File: src/rtl/rf_wb_queue.sv
// Register-file write-back queue: in-order buffer of ALU/LSU results draining one write per cycle.
// Optional bypass lookup enabled by defining RF_WB_FWD_EN.
module rf_wb_queue #(
    parameter int XLEN  = 32,
    parameter int AW    = 5,
    parameter int DEPTH = 4
) (
    input  logic                 CLK,
    input  logic                 RST_N,
    input  logic                 ALU_VALID,
    output logic                 ALU_READY,
    input  logic [AW-1:0]        ALU_RD,
    input  logic [XLEN-1:0]      ALU_DATA,
    input  logic                 LSU_VALID,
    output logic                 LSU_READY,
    input  logic [AW-1:0]        LSU_RD,
    input  logic [XLEN-1:0]      LSU_DATA,
    output logic                 WRITE_ENABLE,
    output logic [AW-1:0]        WRITE_ADDRESS,
    output logic [XLEN-1:0]      WRITE_DATA,
    output logic [(1<<AW)-1:0]   BUSY,
    output logic                 EMPTY,
    input  logic [AW-1:0]        FWD_ADDR1,
    input  logic [AW-1:0]        FWD_ADDR2,
    output logic                 FWD_HIT1,
    output logic [XLEN-1:0]      FWD_DATA1,
    output logic                 FWD_HIT2,
    output logic [XLEN-1:0]      FWD_DATA2
);
    localparam int PW   = $clog2(DEPTH);
    localparam int CW   = PW + 1;
    localparam int NREG = 1 << AW;

    typedef struct packed {
        logic [AW-1:0]   rd;
        logic [XLEN-1:0] data;
    } wb_ent_t;

    wb_ent_t       mem [DEPTH];
    logic [PW-1:0] wr_ptr, rd_ptr;
    logic [CW-1:0] count, free, n_push;
    logic          lsu_push, alu_push, pop, out_en;
    wb_ent_t       head;
    logic [NREG-1:0] busy_q;

    // Ready depends only on registered count and LSU_VALID; a pop this cycle is not credited.
    assign free      = CW'(DEPTH) - count;
    assign LSU_READY = (free >= CW'(1));
    assign ALU_READY = (free >= CW'(2)) | ((free >= CW'(1)) & ~LSU_VALID);

    assign lsu_push = LSU_VALID & LSU_READY & (LSU_RD != '0);
    assign alu_push = ALU_VALID & ALU_READY & (ALU_RD != '0);
    assign n_push   = CW'(lsu_push) + CW'(alu_push);
    assign pop      = (count != '0);

    always_ff @(posedge CLK) begin
        if (!RST_N) begin
            wr_ptr <= '0;
            rd_ptr <= '0;
            count  <= '0;
        end else begin
            wr_ptr <= wr_ptr + PW'(n_push);
            if (pop) rd_ptr <= rd_ptr + PW'(1);
            count  <= count + n_push - CW'(pop);
        end
    end

    // LSU entry is older when both land in the same cycle.
    always_ff @(posedge CLK) begin
        if (RST_N && lsu_push) mem[wr_ptr] <= '{rd: LSU_RD, data: LSU_DATA};
        if (RST_N && alu_push) mem[wr_ptr + PW'(lsu_push)] <= '{rd: ALU_RD, data: ALU_DATA};
    end

    assign head          = mem[rd_ptr];
    assign out_en        = RST_N & (count != '0);
    assign WRITE_ENABLE  = out_en;
    assign WRITE_ADDRESS = out_en ? head.rd   : '0;
    assign WRITE_DATA    = out_en ? head.data : '0;
    assign EMPTY         = (count == '0) | ~RST_N;

    always_comb begin
        busy_q = '0;
        for (int k = 0; k < DEPTH; k++) begin
            if (CW'(k) < count) busy_q[mem[rd_ptr + PW'(k)].rd] = 1'b1;
        end
        busy_q[0] = 1'b0;
        BUSY = RST_N ? busy_q : '0;
    end

`ifdef RF_WB_FWD_EN
    // Walk oldest to youngest so the last match is the youngest writer.
    always_comb begin
        FWD_HIT1  = 1'b0;
        FWD_DATA1 = '0;
        FWD_HIT2  = 1'b0;
        FWD_DATA2 = '0;
        for (int k = 0; k < DEPTH; k++) begin
            if (RST_N && (CW'(k) < count)) begin
                if (FWD_ADDR1 != '0 && mem[rd_ptr + PW'(k)].rd == FWD_ADDR1) begin
                    FWD_HIT1  = 1'b1;
                    FWD_DATA1 = mem[rd_ptr + PW'(k)].data;
                end
                if (FWD_ADDR2 != '0 && mem[rd_ptr + PW'(k)].rd == FWD_ADDR2) begin
                    FWD_HIT2  = 1'b1;
                    FWD_DATA2 = mem[rd_ptr + PW'(k)].data;
                end
            end
        end
    end
`else
    logic unused_fwd;
    assign unused_fwd = ^{FWD_ADDR1, FWD_ADDR2};
    assign FWD_HIT1   = 1'b0;
    assign FWD_DATA1  = '0;
    assign FWD_HIT2   = 1'b0;
    assign FWD_DATA2  = '0;
`endif

endmodule

File: config.mk
export PLATFORM = sky130hd
export DESIGN_NAME = rf_wb_queue
export DESIGN_NICKNAME = d
export VERILOG_FILES = /design/src/rtl/rf_wb_queue.sv
export SDC_FILE = /design/constraint.sdc
export NUM_CORES = 1
export LEC_CHECK = 0
export ABC_AREA = 1
export CAP_MARGIN = 25
export CORE_MARGIN = 4
export CORE_UTILIZATION = 52
export DETAILED_ROUTE_END_ITERATION = 12
export PLACE_DENSITY_LB_ADDON = 0.2
export SYNTH_ARGS = -nofsm -noshare
export SYNTH_HDL_FRONTEND = slang
export SYNTH_SLANG_ARGS = --single-unit
File: constraint.sdc
create_clock -name CLK -period 5.59 [get_ports CLK]
set_clock_uncertainty 0.15 [all_clocks]
set_input_delay 1.3975 -clock CLK [delete_from_list [all_inputs] [get_ports CLK]]
set_output_delay 1.3975 -clock CLK [all_outputs]
set_load 0.02 [all_outputs]
### Yosys cells after proc, flatten, opt, wreduce, memory -nomap -nowiden

Memories as Yosys holds them, arrays and structs flattened. A register that Yosys moved wholly into a read port is not among the register bits.
Index checks and enable logic that the tools add are counted.
W data, S select, Z words.

* order comparisons: 14
* muxes and demuxes: 21
* reduce and logical (&&, ||, !) cells: 10
* bitwise operators: 13
* add/sub/neg operators: 9

Operators with widths (count)
* $mux W32: 6
* $or A32 B32 Y32: 3
* $lt A5 B6 Y1 const B: 4
* $demux W1 S5: 4
* $ge A5 B1 Y1 const B: 4
* $reduce_bool A5 Y1: 2
* $mux W1: 8
* $and A1 B1 Y1: 6
* $logic_and A1 B1 Y1: 6
* $lt A1 B3 Y1 const A: 2
* $lt A2 B3 Y1 const A: 2
* $mux W5: 1
* $add A2 B2 Y2 const B: 2
* $mux W2: 2
* $add A3 B2 Y3: 1
* $ge A3 B1 Y1 const B: 1
* $ge A3 B2 Y1 const B: 1
* $logic_not A3 Y1: 1
* $reduce_bool A3 Y1: 1
* $sub A3 B1 Y3: 1
* $sub A3 B3 Y3 const A: 1
* $add A1 B1 Y2: 1
* $add A2 B1 Y2: 1
* $add A2 B1 Y2 const B: 1
* other kinds (3): 5

* memory bits (writable): 148
* memories kept: 1
* flip-flop bits (word level): 7
* output and inout port bits: 139
* input bits: 88

Memories
* mem: words 4, bits a word 37, rd ports 4, clocked after memory_dff 1, write ports 2, line 39 `wb_ent_t mem [DEPTH];`

### Depth between registers and ports, before layout

An unclocked memory read counts as a cell.

* word-level depth: 13
* mapped depth: 17
* mapped depth without buffers: 17

### Worst setup path after synthesis

OpenSTA, ideal clock, no wires.

* kind: input-to-reg
* from: in RST_N
* to: mem mem[0][0] (netlist bit), enable pin
* path slack: 0.404 ns
* path buffers: 1
* data arrival time: 4.548 ns
* cell stages on the path: 3
* library setup time: 0.487 ns
* cell sequence: buf_2 -> nand4_1 -> o31ai_1

RTL lines
* start: declaration: line 9 `input logic RST_N,`
* end: declaration: line 39

### Final worst setup path

* from: in RST_N
* to: out WRITE_DATA[22]

* cells in the longest elaborated chain, start to end: 2

Ends and longest elaborated chain
* $and A1 B1 Y1: line 75 `assign out_en = RST_N & (count != '0);`
* $mux W32: line 78 `assign WRITE_DATA = out_en ? head.data : '0;`
* end: declaration: line 20 `output logic [XLEN-1:0] WRITE_DATA,`

No other way between the ends.

==> results.py <==
metrics = {
    "finish": {
        "nNetsFinal": 1664,
        "register_area_um2": 4630,
        "post-route-util": 0.634,
        "instances_no_fill": 1843,
        "final.fill_count": 1747,
        "insertedDiodeCount": 0,
        "combined_area_of_the_multi_input_logic_cells_um2": 5000,
        "post_route_cells_drive_above_1_share": 0.0741,
        "finalInstanceArea_um2": 12500,
        "area_delta_synth_final_pct": 18.7,
    },
    "sta": {
        "worst_slew_margin_rel": 0.491,
        "tightest_slew_ns": 0.764,
        "final.period_utilization": 0.881,
        "timing.final.crit_period_ns": 4.92,
        "report.final.hold_viol_count": 0,
        "final.setup.worst_slack_ns": 0.667,
        "totalNegativeSetupSlack_ns": 0,
        "highest_clock_rate_ghz": 0.203,
        "final-setup-viol-count": 0,
        "grt_setup_unrepaired": "no",
        "final-max-slew-violation-count": 0,
    },
    "place": {
        "io_buffers": 149,
        "dpl_cell_area_um2": 12000,
        "dp_slack_ns": 0.693,
        "routability_cong": 0.909,
        "detailed_place_hpwl_um": 19000,
        "place.detailed.instances": 1811,
    },
    "yosys": {
        "synthesis.instances": 1447,
        "synth_top_family_by_area": "simple AND/OR/NAND/NOR gates",
        "post_synthesis_share_of_cell_area_spent_on_and_or_nand_and_nor_gates": 0.297,
        "synthesized_area_divided_by_synthesized_cell_count_um2": 7.28,
        "synth.area.mux_share": 0,
        "synth-compound-area-share": 0.130,
        "synth.distinct_cells": 34,
        "syn_area_um2": 10500,
        "post_synth_xor_area_fraction": 0.00249,
        "synth_fa_ha_area_frac": 0.0138,
        "ys_warns": 0,
        "synth_seq_cells": 157,
        "sequential_element_share_of_the_synthesized_area": 0.439,
    },
    "power_and_ir_drop": {
        "cellLeakagePower_nw": 5.48,
        "power_report.internal_total_mw": 3.29,
        "pwr-share-clk": 0.178,
        "max-vdd-ir-drop_mv": 0.308,
        "p_comb_frac": 0.530,
        "power_density_nw_per_um2": 492,
        "power_dissipated_by_switching_net_loads_mw": 2.87,
        "seq_power_share": 0.292,
        "switching_share": 0.465,
    },
    "global_routing": {
        "grt.met1_usage": 0.312,
        "overflow": 0,
        "grt_pass1_wl_um": 44400,
        "grt.met2_usage": 0.440,
        "antenna_found_initial": 4,
        "met3_usage": 0.0509,
        "grt_busiest_layer": "met2",
        "track_usage": 0.252,
        "grt_start_max_net_pins": 75,
        "grt_pass1_vias": 8849,
    },
    "worst_setup_path": {
        "worstSetupEndpointType": "primary output",
        "worst-endpoint-required_ns": 4.04,
        "critical_path_class": "in2out",
        "cp.arrival_ns": 3.38,
        "critPathMaxFanout": 32,
        "worstReg2RegStart": "count[0]",
        "worst_setup_path_start_kind": "input port",
        "reg2reg_setup_slack_ns": 2.07,
        "reg2reg_to": "count[2]",
        "ff2ff_path_depth": 17,
    },
    "die": {
        "die_x_um": 150,
        "coreArea_um2": 19700,
        "die_y_um": 150,
        "fp-row-count": 51,
        "design.die.area_um2": 22600,
        "pin_count": 227,
        "initial_core_util": 0.535,
    },
    "drt": {
        "post-route-drc-count": 0,
        "detail_route.vias_per_cell": 5.15,
        "wirelength_um": 28500,
        "wl_per_cell_um": 15.5,
        "detail-route-antenna-nets": 0,
        "routed-via-count": 9500,
        "drt_first_pass_iters": 5,
        "drt_iter0_markers": 614,
    },
    "hold_path": {
        "hold_path_class": "reg2reg",
        "min_from": "wr_ptr[1]",
        "worst_case_hold_path_end_point": "wr_ptr[1]",
        "min_delay_path_depth": 1,
    },
    "clock_tree": {
        "tritoncts.num_buffers": 17,
        "cts.htree.levels": 4,
        "cts_tree": "built",
        "cts-root-to-sink-buffers": 2,
        "cts_root_buffer": "clkbuf_16",
        "cts_hold_buf": 0,
        "clock_sink_count": 157,
        "cts.reportedPaths.clkPinSlew_ns": 0.06,
        "postCtsResizedCells": 0,
        "cts_post_setup_buffers_inserted": 0,
        "insertion_delay_ns": 0.43,
    },
    "flow_run": {
        "max-cap-violations": 0,
    },
    "run_status": {
        "outcome": "completed",
    },
}
worst max path at each step:
stage | from | to | slack (ns) | depth (start not counted)
3_5_place_dp | RST_N | WRITE_DATA[26] | 0.69 | 7
3_3_place_gp | RST_N | WRITE_DATA[26] | 0.70 | 7
5_1_grt | rd_ptr[0] | BUSY[1] | 0.43 | 13
2_1_floorplan | RST_N | mem[0][0] | 0.40 | 3
4_1_cts | RST_N | WRITE_DATA[22] | 0.66 | 7
6_report | RST_N | WRITE_DATA[22] | 0.67 | 7
layout by cell type (no fill, tap or decap), drive strengths merged, types with 2 or more instances in the layout:
cell type      Yosys  routed
or2                2       2
buf              115      21
nand2            485     485
clkinv             1       7
inv               88      91
clkbuf            22      19
o21ai            227     227
conb               1      67
a21oi             37      37
xor2               3       3
o31ai              4       4
edfxtp           148     148
clkdlybuf4s50      0     149
clkinvlp           0       3
nor2             255     255
dfxtp              9       9
ha                10      10
nand4              3       3
nand3             33      33
critical path, cell delays in order:
cell and delay, ns:
clkdlybuf4s50_1 0.48, clkinv_1 0.08, nor2_1 0.12, inv_1 0.15
buf_12 0.20, a21oi_1 0.24, clkdlybuf4s50_1 0.66
cells in the mapped netlist:
| library cell | number | area share |
|---|---|---|
| nor2_1 | 227 | 0.081 |
| nor2_4 | 5 | 0.0053 |
| fa_1 | 1 | 0.0019 |
| xor2_1 | 3 | 0.0025 |
| buf_2 | 28 | 0.013 |
| buf_6 | 12 | 0.013 |
| nand2_1 | 470 | 0.17 |
| edfxtp_1 | 148 | 0.42 |
| or2_2 | 1 | 0.00059 |
| and3_1 | 1 | 0.00059 |
| buf_4 | 69 | 0.049 |
| inv_2 | 11 | 0.0039 |
| clkbuf_2 | 1 | 0.00047 |
| inv_1 | 76 | 0.027 |
| nand3_1 | 33 | 0.016 |
| o31ai_1 | 4 | 0.0028 |
| clkinv_1 | 1 | 0.00036 |
| clkbuf_1 | 21 | 0.0075 |
| o211a_1 | 1 | 0.00095 |
| o21ai_2 | 3 | 0.0025 |
| nand4_1 | 3 | 0.0018 |
| nor2_2 | 23 | 0.014 |
| inv_4 | 1 | 0.00059 |
| o21ai_0 | 197 | 0.094 |
| a21oi_1 | 37 | 0.018 |
| nor3_1 | 1 | 0.00047 |
| buf_1 | 6 | 0.0021 |
| o21ai_1 | 27 | 0.013 |
| ha_1 | 10 | 0.012 |
| nand2_2 | 12 | 0.0071 |
| conb_1 | 1 | 0.00036 |
| dfxtp_1 | 9 | 0.017 |
| or2_1 | 1 | 0.00059 |
| nand2_4 | 3 | 0.0032 |
cells by family (layout without fill, tap and decap cells):
family | count (synthesis) | in the layout
xor gates and xnor gates | 3 | 3
DFF | 157 | 157
and+or+nand+nor | 780 | 780
buffers and inverters | 226 | 291
AOI/OAI and AO/OA | 269 | 269
other | 1 | 67
adders and majority gates | 11 | 11
power groups by stage:
stage / clock network [mW] / registers [mW] / logic [mW]
final: 1.09 / 1.80 / 3.27
after global placement: 0 / 1.81 / 3.18
after detailed placement: 0 / 1.82 / 3.25
after CTS: 1.10 / 1.80 / 3.27
after floorplan: 0 / 1.79 / 2.31
after global routing: 1.16 / 1.82 / 3.62
metal layers:
layer | vias up | wire (um)
li1 | 4780 | -
met1 | 4291 | 11300
met2 | 369 | 14400
met3 | 52 | 2120
met4 | 8 | 618
met5 | - | 48
through the flow:
| step | hold slack, ns | power [mW] |
|---|---|---|
| floorplan | 0.327 | 4.09 |
| finish | 0.469 | 6.16 |
| global route | 0.512 | 6.60 |
| global placement | 0.435 | 4.99 |
| detailed placement | 0.460 | 5.07 |
| CTS | 0.480 | 6.17 |
sequential cells by signal (all words and copies together), names as in the netlist, named ones only:
name    count
mem       148
count       3
rd_ptr      2
wr_ptr      2
layout make-up:
type / instances / area share
clock inverter: 13 / 0.00940
timing repair buffer: 170 / 0.133
inverter: 89 / 0.0269
clock buffer: 19 / 0.0346
tap: 265 / 0.0265
sequential: 157 / 0.370
multi-input combinational: 1130 / 0.400
No activity file was read; power rests on OpenSTA's default activity.
